===== src/rtl/config_loader.sv =====
// Mapper configuration loader: a CPU writes staged settings at $5000-$5FFF after a
// power-on hold, commits them atomically to the active outputs, and may freeze them.
module config_loader (
    input  logic        m2,
    input  logic        reset_n,
    input  logic        romsel,
    input  logic        cpu_rw_in,
    input  logic [14:0] cpu_addr_in,
    input  logic [7:0]  cpu_data_in,
    output logic [12:0] cpu_base,
    output logic [6:0]  prg_mask,
    output logic [4:0]  chr_mask,
    output logic [1:0]  sram_page,
    output logic [4:0]  mapper,
    output logic        sram_enabled,
    output logic        prg_write_enabled,
    output logic        chr_write_enabled,
    output logic        map_rom_on_6000,
    output logic        four_screen,
    output logic        init_done,
    output logic        cfg_locked
);

    localparam int unsigned BASE_W  = 13;
    localparam int unsigned PMASK_W = 7;
    localparam int unsigned CMASK_W = 5;
    localparam int unsigned PAGE_W  = 2;
    localparam int unsigned MAP_W   = 5;
    localparam int unsigned CNT_W   = 4;

    localparam logic [CNT_W-1:0] INIT_CYCLES = CNT_W'(15);

    typedef struct packed {
        logic [BASE_W-1:0]  cpu_base;
        logic [PMASK_W-1:0] prg_mask;
        logic [CMASK_W-1:0] chr_mask;
        logic [PAGE_W-1:0]  sram_page;
        logic [MAP_W-1:0]   mapper;
        logic               sram_enabled;
        logic               prg_write_enabled;
        logic               chr_write_enabled;
        logic               map_rom_on_6000;
        logic               four_screen;
    } cfg_t;

    localparam cfg_t CFG_RESET = '{
        cpu_base:          BASE_W'(0),
        prg_mask:          PMASK_W'(7'h7E),
        chr_mask:          CMASK_W'(5'h1F),
        sram_page:         PAGE_W'(0),
        mapper:            MAP_W'(0),
        sram_enabled:      1'b0,
        prg_write_enabled: 1'b0,
        chr_write_enabled: 1'b1,
        map_rom_on_6000:   1'b0,
        four_screen:       1'b0
    };

    typedef enum logic [1:0] {
        ST_INIT   = 2'd0,
        ST_OPEN   = 2'd1,
        ST_LOCKED = 2'd2
    } state_t;

    state_t           state_q, state_d;
    logic [CNT_W-1:0] cnt_q, cnt_d;
    cfg_t             stage_q, stage_d;
    cfg_t             active_q, active_d;
    logic             init_done_d, cfg_locked_d;

    logic             cfg_wr_c;
    logic [2:0]       reg_sel_c;
    logic             unused_addr;

    // Address bits 11:3 only mirror the eight registers across the 4 KiB window.
    assign unused_addr = ^cpu_addr_in[11:3];

    assign cfg_wr_c  = !cpu_rw_in && romsel && (cpu_addr_in[14:12] == 3'b101);
    assign reg_sel_c = cpu_addr_in[2:0];

    always_comb begin
        state_d  = state_q;
        cnt_d    = cnt_q;
        stage_d  = stage_q;
        active_d = active_q;
        unique case (state_q)
            ST_INIT: begin
                if (cnt_q != CNT_W'(0)) begin
                    cnt_d = cnt_q - CNT_W'(1);
                end
                if (cnt_q <= CNT_W'(1)) begin
                    state_d = ST_OPEN;
                end
            end
            ST_OPEN: begin
                if (cfg_wr_c) begin
                    case (reg_sel_c)
                        3'd0: stage_d.cpu_base[12:5] = cpu_data_in;
                        3'd1: stage_d.cpu_base[4:0]  = cpu_data_in[7:3];
                        3'd2: stage_d.prg_mask       = cpu_data_in[6:0];
                        3'd3: begin
                            stage_d.chr_mask  = cpu_data_in[4:0];
                            stage_d.sram_page = cpu_data_in[6:5];
                        end
                        3'd4: stage_d.mapper = cpu_data_in[4:0];
                        3'd5: begin
                            stage_d.sram_enabled      = cpu_data_in[0];
                            stage_d.prg_write_enabled = cpu_data_in[1];
                            stage_d.chr_write_enabled = cpu_data_in[2];
                            stage_d.map_rom_on_6000   = cpu_data_in[3];
                            stage_d.four_screen       = cpu_data_in[4];
                        end
                        3'd7: begin
                            // Commit lands before the lock so a combined write freezes the new values.
                            if (cpu_data_in[0]) begin
                                active_d = stage_q;
                            end
                            if (cpu_data_in[7]) begin
                                state_d = ST_LOCKED;
                            end
                        end
                        default: ;
                    endcase
                end
            end
            ST_LOCKED: ;
            default: state_d = ST_INIT;
        endcase
        init_done_d  = (state_d != ST_INIT);
        cfg_locked_d = (state_d == ST_LOCKED);
    end

    always_ff @(negedge m2 or negedge reset_n) begin
        if (!reset_n) begin
            state_q    <= ST_INIT;
            cnt_q      <= INIT_CYCLES;
            stage_q    <= CFG_RESET;
            active_q   <= CFG_RESET;
            init_done  <= 1'b0;
            cfg_locked <= 1'b0;
        end else begin
            state_q    <= state_d;
            cnt_q      <= cnt_d;
            stage_q    <= stage_d;
            active_q   <= active_d;
            init_done  <= init_done_d;
            cfg_locked <= cfg_locked_d;
        end
    end

    assign cpu_base          = active_q.cpu_base;
    assign prg_mask          = active_q.prg_mask;
    assign chr_mask          = active_q.chr_mask;
    assign sram_page         = active_q.sram_page;
    assign mapper            = active_q.mapper;
    assign sram_enabled      = active_q.sram_enabled;
    assign prg_write_enabled = active_q.prg_write_enabled;
    assign chr_write_enabled = active_q.chr_write_enabled;
    assign map_rom_on_6000   = active_q.map_rom_on_6000;
    assign four_screen       = active_q.four_screen;

endmodule

===== config.mk =====
export PLATFORM = sky130hd
export DESIGN_NAME = config_loader
export DESIGN_NICKNAME = d
export VERILOG_FILES = /design/src/rtl/config_loader.sv
export SDC_FILE = /design/constraint.sdc
export NUM_CORES = 1
export LEC_CHECK = 0
export CORE_UTILIZATION = 30
export CTS_CLUSTER_DIAMETER = 100
export DETAILED_ROUTE_END_ITERATION = 8
export PLACE_DENSITY = 0.62
export SETUP_SLACK_MARGIN = 0.15
export SYNTH_ARGS = -nofsm -noshare
export SYNTH_HDL_FRONTEND = slang
export SYNTH_SLANG_ARGS = --single-unit

===== constraint.sdc =====
create_clock -name m2 -period 2 [get_ports m2]
set_input_delay 0.4 -clock m2 [delete_from_list [all_inputs] [get_ports m2]]
set_output_delay 0.4 -clock m2 [all_outputs]
set_load 0.1 [all_outputs]

==> qor.csv, run 1 <==
metric,value,unit
die_w,109,um
wl_met3,319,um
die_area,12000,um2
dp_hpwl,5020,um
rsz0062_at_grt,yes,
synth_area,3460,um2
coreArea,11000,um2
min-delay-path-class,flip-flop to flip-flop,
worstSetupStartpointType,flip-flop,
status,finished with violations,
fp.dieH,109,um
worstSkewPairLatency,0.39,ns
synthXorXnorAreaFrac,0.00760,
synth_seq_cells,82,
critPathMaxFanout,2,
portBuffers,56,
multiInputGateArea,1370,um2
grtUsageTotal,0.143,
cts_tree,yes,
wl_met1,3360,um
synthMuxAreaShare,0.274,
cp_slowest_stage_delay,0.62,ns
fin_nets,370,
synth.top_cell.area_share,0.391,
yosysSeqAreaShare,0.603,
violations,negative setup slack,
path_cells,buf_12,
finalHoldViolCount,0,
synthesis.nets,234,
drtAntennaViolNets,0,
viasPerCell,4.51,
synthCells,204,
synth_top_cell_by_area,dfrtn_1,
cts-root-buf,clkbuf_16,
setup_viol_count_final,116,
synth-async-reset-ratio,1.00,
arrival,2.18,ns
topRoutingLayerUsed,met4,
cp.required,1.60,ns
ir_worst_vdd,349,uV
pre_cts_slack,-1.27,ns
fin_ws,-0.582,ns
vias,2188,
synthDistinctLibCells,31,
seq_area,2130,um2
first_global_vias,2399,
final_area,5510,um2
dominantRegCellSynth,dfrtn_1,
antennaDiodeCount,0,
antenna_found_initial,0,
maxSlewViolCount,0,
skew,0.0551,ns
start_util,0.314,
gp_congestion,0.752,
synth_simple_gate_area_frac,0.0705,
wl_per_cell,15.8,um
htreeDepth,3,
clock_path_buffers,2,
syn_avg_cell_area,17.0,um2
leakage,2.57,nW
worst-path-buf-inv,1,
powerDensity,696,nW/um2
clkTransAtPathRegs,0.05,ns
p_total,3.83,mW
maxCapViolCount,0,
grt_start_max_net_pins,46,
synth_warnings,0,
synth_top_family_by_area,multiplexers,
drive_above_1_share,0.664,
io_pins,66,
drcViolationCount,0,
grt_pass1_wl,12500,um
fillers,948,
worstMarginPinSlew,0.321,ns
crit_slowest_cell,dfstp_4,
wl,7660,um
final-instance-count-excl-fill,485,
post_dp_cell_area,4820,um2
areaGrowthSynthToFinish,59.3,%
crit_path_end_kind,output port,
critical_path.top_delay_family,flip-flops,
dr.pass1.iters,4,
worstSetupPathType,flip-flop to output port,
drtIter0Drc,41,
synth-adder-area-share,0.0109,
met2_length,3880,um
clock_sinks,82,
synth_edf_count,0,
grt_overflow,0,
fp-row-count,38,
dp.cells,421,
synth_area_leaders,"dfrtn_1 39%, dfstp_2 21%, mux2_2 14%",
relSlewSlack,0.785,
cts_buffers,9,
synth_compound_area_frac,0.0101,
-- placed cells by master (no fill, tap or decap), types with 2 or more instances in the layout --
cell type and count:
dfrtn_1 54, buf_12 47, mux2_4 39, mux2_2 35
inv_1 31, buf_4 24, dfstp_2 16, buf_6 14
dfstp_4 12, clkbuf_16 9, clkdlybuf4s50_1 6, buf_2 4
nand4_1 3, nand3_1 3, xnor2_1 3, ha_1 3
clkbuf_2 3, nand3_2 2, nor4b_4 2, nor2b_1 2
nand3_4 2, nor2_1 2, a21oi_1 2, o21ai_2 2
clkinv_4 2, buf_16 2
-- per-layer routing --
metal  up-vias  track usage
met5         -            0
met4         0       0.0400
met3         8       0.0403
met2        51        0.242
met1      1121        0.177
li1       1008            -
-- final cells by class --
class                           instances  share of cell area
Clock buffer                            9              0.0409
Clock inverter                         35              0.0273
Inverter                                2             0.00136
Multi-Input combinational cell        115               0.249
Sequential cell                        82               0.387
Tap cell                              140              0.0318
Timing Repair Buffer                  102               0.263
-- Yosys cell counts (2+ instances only) --
| library cell | n |
|---|---|
| o21ai_0 | 3 |
| nor2b_1 | 2 |
| dfrtn_1 | 54 |
| nand3_1 | 5 |
| inv_1 | 3 |
| nand3_2 | 2 |
| mux2_2 | 44 |
| mux2_4 | 30 |
| nor2_1 | 2 |
| xnor2_1 | 3 |
| a21oi_1 | 2 |
| dfstp_2 | 28 |
| nand4_1 | 3 |
| nor4b_4 | 2 |
| buf_12 | 3 |
| ha_1 | 3 |
-- through the flow --
stage	hold WS, ns	TNS, ns	util
final	0.450	-50.50	0.499
after global routing	0.462	-53.94	0.499
after CTS	0.451	-49.97	0.499
after detailed placement	0.451	-91.47	0.437
after global placement	0.440	-90.02	0.437
after floorplan	0.434	-47.30	-
-- sequential cells by signal, summed over array words and instances, names as in the netlist --
signal / cells
four_screen: 1
mapper: 5
sram_page: 2
chr_write_enabled: 1
cnt_q: 4
prg_write_enabled: 1
stage_q: 37
cpu_base: 13
cfg_locked: 1
sram_enabled: 1
chr_mask: 5
prg_mask: 7
map_rom_on_6000: 1
state_q: 2
init_done: 1
-- kinds of logic (layout without fill, tap and decap cells) --
family                     count (synthesis)  after routing
and+or+nand+nor                           29             29
xor gates and xnor gates                   3              3
adders and majority gates                  3              3
AOI/OAI and AO/OA                          6              6
DFF                                       82             82
muxes                                     74             74
buffers and inverters                      7            148
-- repair_timing --
item,4_1_cts,5_1_grt
buffers inserted,16,2
gates cloned,3,0
hold buffers,0,0
endpoints found under the setup margin,116,116
pin swaps,8,5
gates resized for setup,61,4
-- worst paths after layout --
check | from | endpoint | slack, ns | cells past startpoint
worst max register to register | state_q[0]$_DFF_NN0_ | four_screen$_DFFE_NN0P_ | 0.21 | 5
worst max-delay path | chr_mask[2]$_DFFE_NN1P_ | chr_mask[2] | -0.58 | 1
worst min-delay path | stage_q[25]$_DFFE_NN0P_ | cpu_base[1]$_DFFE_NN0P_ | 0.45 | 1
max in group asynchronous | reset_n | stage_q[12]$_DFFE_NN1P_ | 0.72 | 2
min in group asynchronous | reset_n | prg_write_enabled$_DFFE_NN0P_ | 0.92 | 2
worst min register to register | stage_q[25]$_DFFE_NN0P_ | cpu_base[1]$_DFFE_NN0P_ | 0.45 | 1
-- power breakdown --
group | total, mW | switching, mW | internal, mW
sequential | 1.80 | 0.0446 | 1.76
combinational | 0.334 | 0.176 | 0.158
clock | 1.70 | 0.788 | 0.910
total | 3.83 | 1.01 | 2.83
No activity file was read; power rests on OpenSTA's default activity.
==> run 2, diff against run 1 <==
--- a/config.mk
+++ b/config.mk
@@ -5,6 +5,7 @@
 export SDC_FILE = /design/constraint.sdc
 export NUM_CORES = 1
 export LEC_CHECK = 0
+export ABC_CLOCK_PERIOD_IN_PS = 2000
 export CORE_UTILIZATION = 30
 export CTS_CLUSTER_DIAMETER = 100
 export DETAILED_ROUTE_END_ITERATION = 8
==> results of run 2 <==
The final DEF is identical to that of run 1; final timing and power are the same.
==> RTL change 1, RTL diff (config.mk and constraints of run 2) <==
Change the localparam `CNT_W` from 4 to 6.
--- a/src/rtl/config_loader.sv
+++ b/src/rtl/config_loader.sv
@@ -26,7 +26,7 @@
     localparam int unsigned CMASK_W = 5;
     localparam int unsigned PAGE_W  = 2;
     localparam int unsigned MAP_W   = 5;
-    localparam int unsigned CNT_W   = 4;
+    localparam int unsigned CNT_W   = 6;
 
     localparam logic [CNT_W-1:0] INIT_CYCLES = CNT_W'(15);
 
Check against the original RTL: no difference found for any inputs over 10 cycles, from zero or initial values and one cycle with reset_n low; that may be too few to reach the edited logic, so the function may still have changed.
==> RTL change 1 against run 2 <==
The run still ends with setup timing left; largest cell class unchanged; critical endpoint is now cpu_base[6]; first-iteration DRC count grew 49%; power grew 3.8%; sequential cell count increased by 2; setup slack lost 0.13 ns; cell area up 7.1%; sequential power up 2%; die area up 1.7%; count of clock-buffer cells in the layout stayed put; routed wire length is 5.4% higher; register-to-register slack lost 0.16 ns; global-route usage increased by 0.063 points; synthesized area is 1.7% higher.
==> RTL change 1: results (changes against run 2) <==
| Metric | Value |
|---|---|
| Ranking of synthesized cells by area | `dfrtn_1 40%, dfstp_2 21%, mux2_2 15% (was dfrtn_1 39%, dfstp_2 21%, mux2_2 14%)` |
| Share of layout cells above drive strength 1 | `66.4% (about the same)` |
| Hold path start | `stage_q[31] (was stage_q[25])` |
| Critical path fanouts, max | `8 (was 2)` |
| P_leak | `2.92 nW (was 2.57 nW)` |
| Setup violations, final | `116 (unchanged)` |
| Vias in the first global route | `2,522 (was 2,399)` |
| Drt initial violations | `61 (was 41)` |
| Worst VDD drop | `0.000381 V (was 0.000349 V)` |
| Violated checks | `setup timing (unchanged)` |
| Setup Skew | `0.0656 ns (was 0.0551 ns)` |
| Setup WS post-layout | `-0.714 ns (was -0.582 ns)` |
| Endpoint of the worst hold path | `cpu_base[7] (was cpu_base[1])` |
| Synthesis warning total | `0 (unchanged)` |
| Largest register by flop count | `stage_q (unchanged)` |
| Post-Route WL | `8070 µm (was 7660 µm)` |
| Synth cell count leaders | `56 x dfrtn_1, 47 x mux2_2, 30 x mux2_4, 28 x dfstp_2 (was 54 x dfrtn_1, 44 x mux2_2, 30 x mux2_4, 28 x dfstp_2, 5 x nand3_1)` |
| Top delay family on crit path | `simple AND/OR/NAND/NOR gates (was flip-flops)` |
| R2R Setup Slk | `0.05 ns (was 0.21 ns)` |
| Vias | `2,340 (was 2,188)` |
| Setup TNS | `-61.84 ns (was -50.50 ns)` |
| Largest stage delay, worst path | `0.61 ns` |
| Worst Setup SP | `cpu_addr_in[13] (was chr_mask[2])` |
| Reg2reg start | `state_q[1] (was state_q[0])` |
| Routability cong. | `0.722 (was 0.752)` |
| Sw frac | `26.8% (was 26.3%)` |
| Largest net degree at the start of global routing | `34 (was 46)` |
| RR Endpoint | `cpu_base[6] (was four_screen)` |
| Post-DP HPWL | `5280 µm (was 5020 µm)` |
| Post-synth cell types | `28 (was 31)` |
| Sequential area share after synthesis | `60.8% (was 60.3%)` |
| First-pass GRT wire length | `12,900 µm (was 12,500 µm)` |
| Ant. Diodes | `0 (unchanged)` |
| R2R depth | `5 (unchanged)` |
| Pre-antenna DRT Iters | `3 (was 4)` |
| Gr usage total | `14.3% (about the same)` |
| CP Data Arrival Time | `1.90 ns (was 2.18 ns)` |
| Syn nets | `243 (was 234)` |
| Fin nets | `399 (was 370)` |
| Max-slew headroom | `72.4% (was 78.5%)` |
| Root buf cell | `clkbuf_16 (unchanged)` |
| Post-DP Area | `4970 µm² (was 4820 µm²)` |
| Hold-critical path depth | `1 (unchanged)` |
| Crit-path slowest cell | `or4_4 (was dfstp_4)` |
| Status | `finished with violations (unchanged)` |
[RTL change 1: per-stage QoR]
stage	util (%)	setup WS (ns)	hold slack, ns	std cells
2_1_floorplan	-	-0.848	0.430	214
3_3_place_gp	43.6	-1.45	0.443	444
3_5_place_dp	43.6	-1.47	0.448	444
4_1_cts	50.8	-0.727	0.444	507
5_1_grt	51.6	-0.723	0.468	518
6_report	51.6	-0.714	0.441	518
[RTL change 1: cell families (layout without fill, tap and decap cells)]
kind of cell,Yosys count,in the layout,share of synthesized area (%)
flops,84,84,60.8
mux,78,78,28.1
simple gates,26,26,6.19
buf+inv,13,174,2.24
compound gates,9,9,1.46
fa+ha+maj,2,2,0.711
xor+xnor,2,2,0.498
[RTL change 1: power by group through the flow]
stage | clock network, mW | logic [mW] | registers (mW)
after floorplan | 0.0882 | 0.0798 | 1.89
after global placement | 0.0882 | 0.267 | 1.85
after detailed placement | 0.0882 | 0.276 | 1.86
after CTS | 1.87 | 0.310 | 1.83
after global routing | 2.00 | 0.336 | 1.84
final | 1.83 | 0.315 | 1.84
[RTL change 1: cell type report]
class,instances,area [µm²]
multi-input combinational,117,1440
tap,143,179
clock inverter,35,175
inverter,5,18.8
fill,981,5520
clock buffer,9,225
sequential,84,2180
timing repair buffer,125,1680
[RTL change 1: metal layers]
layer / vias up / GRT usage (%) / part of all wire (%)
li1: 1094 / - / -
met1: 1193 / 16.9 / 42
met2: 42 / 26.0 / 54
met3: 11 / 3.35 / 3.3
met4: 0 / 3.85 / 0.94
met5: - / 0 / 0
[RTL change 1: worst max path at each step]
stage	endpoint	slack [ns]	depth (start not counted)
3_3_place_gp	mapper[1]	-1.45	5
2_1_floorplan	cpu_base[10]	-0.85	5
6_report	cpu_base[6]	-0.71	6
5_1_grt	cpu_base[6]	-0.72	6
4_1_cts	cpu_base[6]	-0.73	6
3_5_place_dp	sram_enabled	-1.47	5
[RTL change 1: what timing repair did]
item                                    4_1_cts  5_1_grt
endpoints found under the setup margin      116      116
pin swaps                                    10        2
buffers inserted                             17       11
gates resized for setup                      72        6
gates cloned                                  3        0
[RTL change 1: worst register-to-register path, stage by stage, from the launching register on]
cell and delay, ns:
dfrtn_1 0.34, nand4bb_4 0.23, or4_4 0.61, buf_6 0.17, buf_16 0.14, mux2_4 0.29
==> RTL change 2, RTL diff (config.mk and constraints of run 2) <==
Without the edit above. Re-encode `state_t` (3 states) as one-hot, 3 bits wide.
--- a/src/rtl/config_loader.sv
+++ b/src/rtl/config_loader.sv
@@ -56,10 +56,10 @@
         four_screen:       1'b0
     };
 
-    typedef enum logic [1:0] {
-        ST_INIT   = 2'd0,
-        ST_OPEN   = 2'd1,
-        ST_LOCKED = 2'd2
+    typedef enum logic [2:0] {
+        ST_INIT   = 3'b001,
+        ST_OPEN   = 3'b010,
+        ST_LOCKED = 3'b100
     } state_t;
 
     state_t           state_q, state_d;
Function: no difference found for any inputs over 10 cycles, from zero or initial values and one cycle with reset_n low; not proved beyond that.
==> RTL change 2 against run 2 <==
The flow still finishes with violations (setup timing); setup slack lost 0.021 ns; first-iteration DRC count is 24% higher; synthesized area increased by 0.33%; count of clock-buffer cells in the layout did not move; via count rose by 4.0%; power grew 12%; cell area rose by 6.4%; sequential cell count grew 1; routed wire length is 4.5% higher; critical endpoint is now chr_mask[3].
==> RTL change 2: results (changes against run 2) <==
| Metric | Value |
|---|---|
| Share of layout cells above drive strength 1 | `66.2% (was 66.4%)` |
| Endpoint of the worst hold path | `stage_q[10] (was cpu_base[1])` |
| First-pass GRT wire length | `13,200 µm (was 12,500 µm)` |
| Post-DP Area | `4960 µm² (was 4820 µm²)` |
| Fin nets | `392 (was 370)` |
| Drt initial violations | `51 (was 41)` |
| Largest net degree at the start of global routing | `39 (was 46)` |
| Reg2reg start | `state_q[0] (unchanged)` |
| Violated checks | `setup timing (unchanged)` |
| Seq pwr share | `43.6% (was 47.0%)` |
| Worst Setup SP | `chr_mask[3] (was chr_mask[2])` |
| P_comb | `485 µW (was 334 µW)` |
| Max-slew headroom | `72.2% (was 78.5%)` |
| Sw frac | `27.7% (was 26.3%)` |
| Gr usage total | `14.9% (was 14.3%)` |
| R2R Setup Slk | `0.14 ns (was 0.21 ns)` |
| P_leak | `2.91 nW (was 2.57 nW)` |
| Post-DP HPWL | `5080 µm (was 5020 µm)` |
| Sequential area share after synthesis | `60.9% (was 60.3%)` |
| Syn nets | `241 (was 234)` |
| R2R depth | `6 (was 5)` |
| Routability cong. | `0.739 (was 0.752)` |
| Pwr per Cell Area | `732 nW/µm² (was 696 nW/µm²)` |
| Setup WS post-layout | `-0.603 ns (was -0.582 ns)` |
| Status | `finished with violations (unchanged)` |
| Avg Vias per Cell | `4.49 (was 4.51)` |
| Setup violations, final | `114 (was 116)` |
| Mean routed wirelength per cell | `15.8 µm (about the same)` |
| Synth cell count leaders | `54 x dfrtn_1, 44 x mux2_2, 30 x mux2_4, 29 x dfstp_2, 5 x a21oi_1 (was 54 x dfrtn_1, 44 x mux2_2, 30 x mux2_4, 28 x dfstp_2, 5 x nand3_1)` |
| CP Data Arrival Time | `2.20 ns (was 2.18 ns)` |
| FILL cells | `924 (was 948)` |
| RR Endpoint | `stage_q[9] (was four_screen)` |
| Hold path start | `stage_q[10] (was stage_q[25])` |
| Setup Skew | `0.0660 ns (was 0.0551 ns)` |
| Ranking of synthesized cells by area | `dfrtn_1 39%, dfstp_2 22%, mux2_2 14% (was dfrtn_1 39%, dfstp_2 21%, mux2_2 14%)` |
RTL change 2: cell families (layout without fill, tap and decap cells):
family | after synthesis | after routing | share of synthesized area [%]
DFF | 83 | 83 | 60.9
muxes | 74 | 74 | 27.3
AOI/OAI and AO/OA | 11 | 11 | 1.91
xor gates and xnor gates | 3 | 3 | 0.757
and+or+nand+nor | 26 | 26 | 6.13
buffers and inverters | 11 | 167 | 1.95
adders and majority gates | 3 | 3 | 1.08
RTL change 2: what timing repair did:
item | in CTS | in global routing
setup endpoints to repair | 116 | 116
setup buffers | 17 | 8
resized for setup | 86 | 2
pin swaps | 14 | 6
cloned | 4 | 0
hold endpoints to repair | 0 | 0
RTL change 2: stage by stage:
stage / utilization (%) / TNS (ns) / hold WS (ns) / setup WS, ns / std cells
6_report: 53.1 / -48.09 / 0.452 / -0.603 / 507
5_1_grt: 53.1 / -52.25 / 0.467 / -0.639 / 507
4_1_cts: 52.4 / -49.43 / 0.456 / -0.616 / 499
3_5_place_dp: 45.0 / -86.50 / 0.451 / -1.20 / 434
3_3_place_gp: 45.0 / -85.04 / 0.425 / -1.16 / 434
2_1_floorplan: - / -57.46 / 0.400 / -0.696 / 211
RTL change 2: area by class of cell:
| cell class | count | area [µm²] | share of cell area (%) |
|---|---|---|---|
| Inverter | 2 | 7.51 | 0.128 |
| Multi-Input combinational cell | 117 | 1440 | 24.5 |
| Clock inverter | 36 | 194 | 3.31 |
| Tap cell | 140 | 175 | 2.99 |
| Sequential cell | 83 | 2160 | 36.8 |
| Timing Repair Buffer | 120 | 1660 | 28.4 |
| Clock buffer | 9 | 225 | 3.84 |
RTL change 2: metal layers:
metal  vias up  track usage [%]  part of all wire, %
met4         0             4.38                  1.5
met5         -                0                    0
li1       1066                -                    -
met3        12             3.32                  4.0
met1      1145             19.1                   44
met2        52             25.1                   50
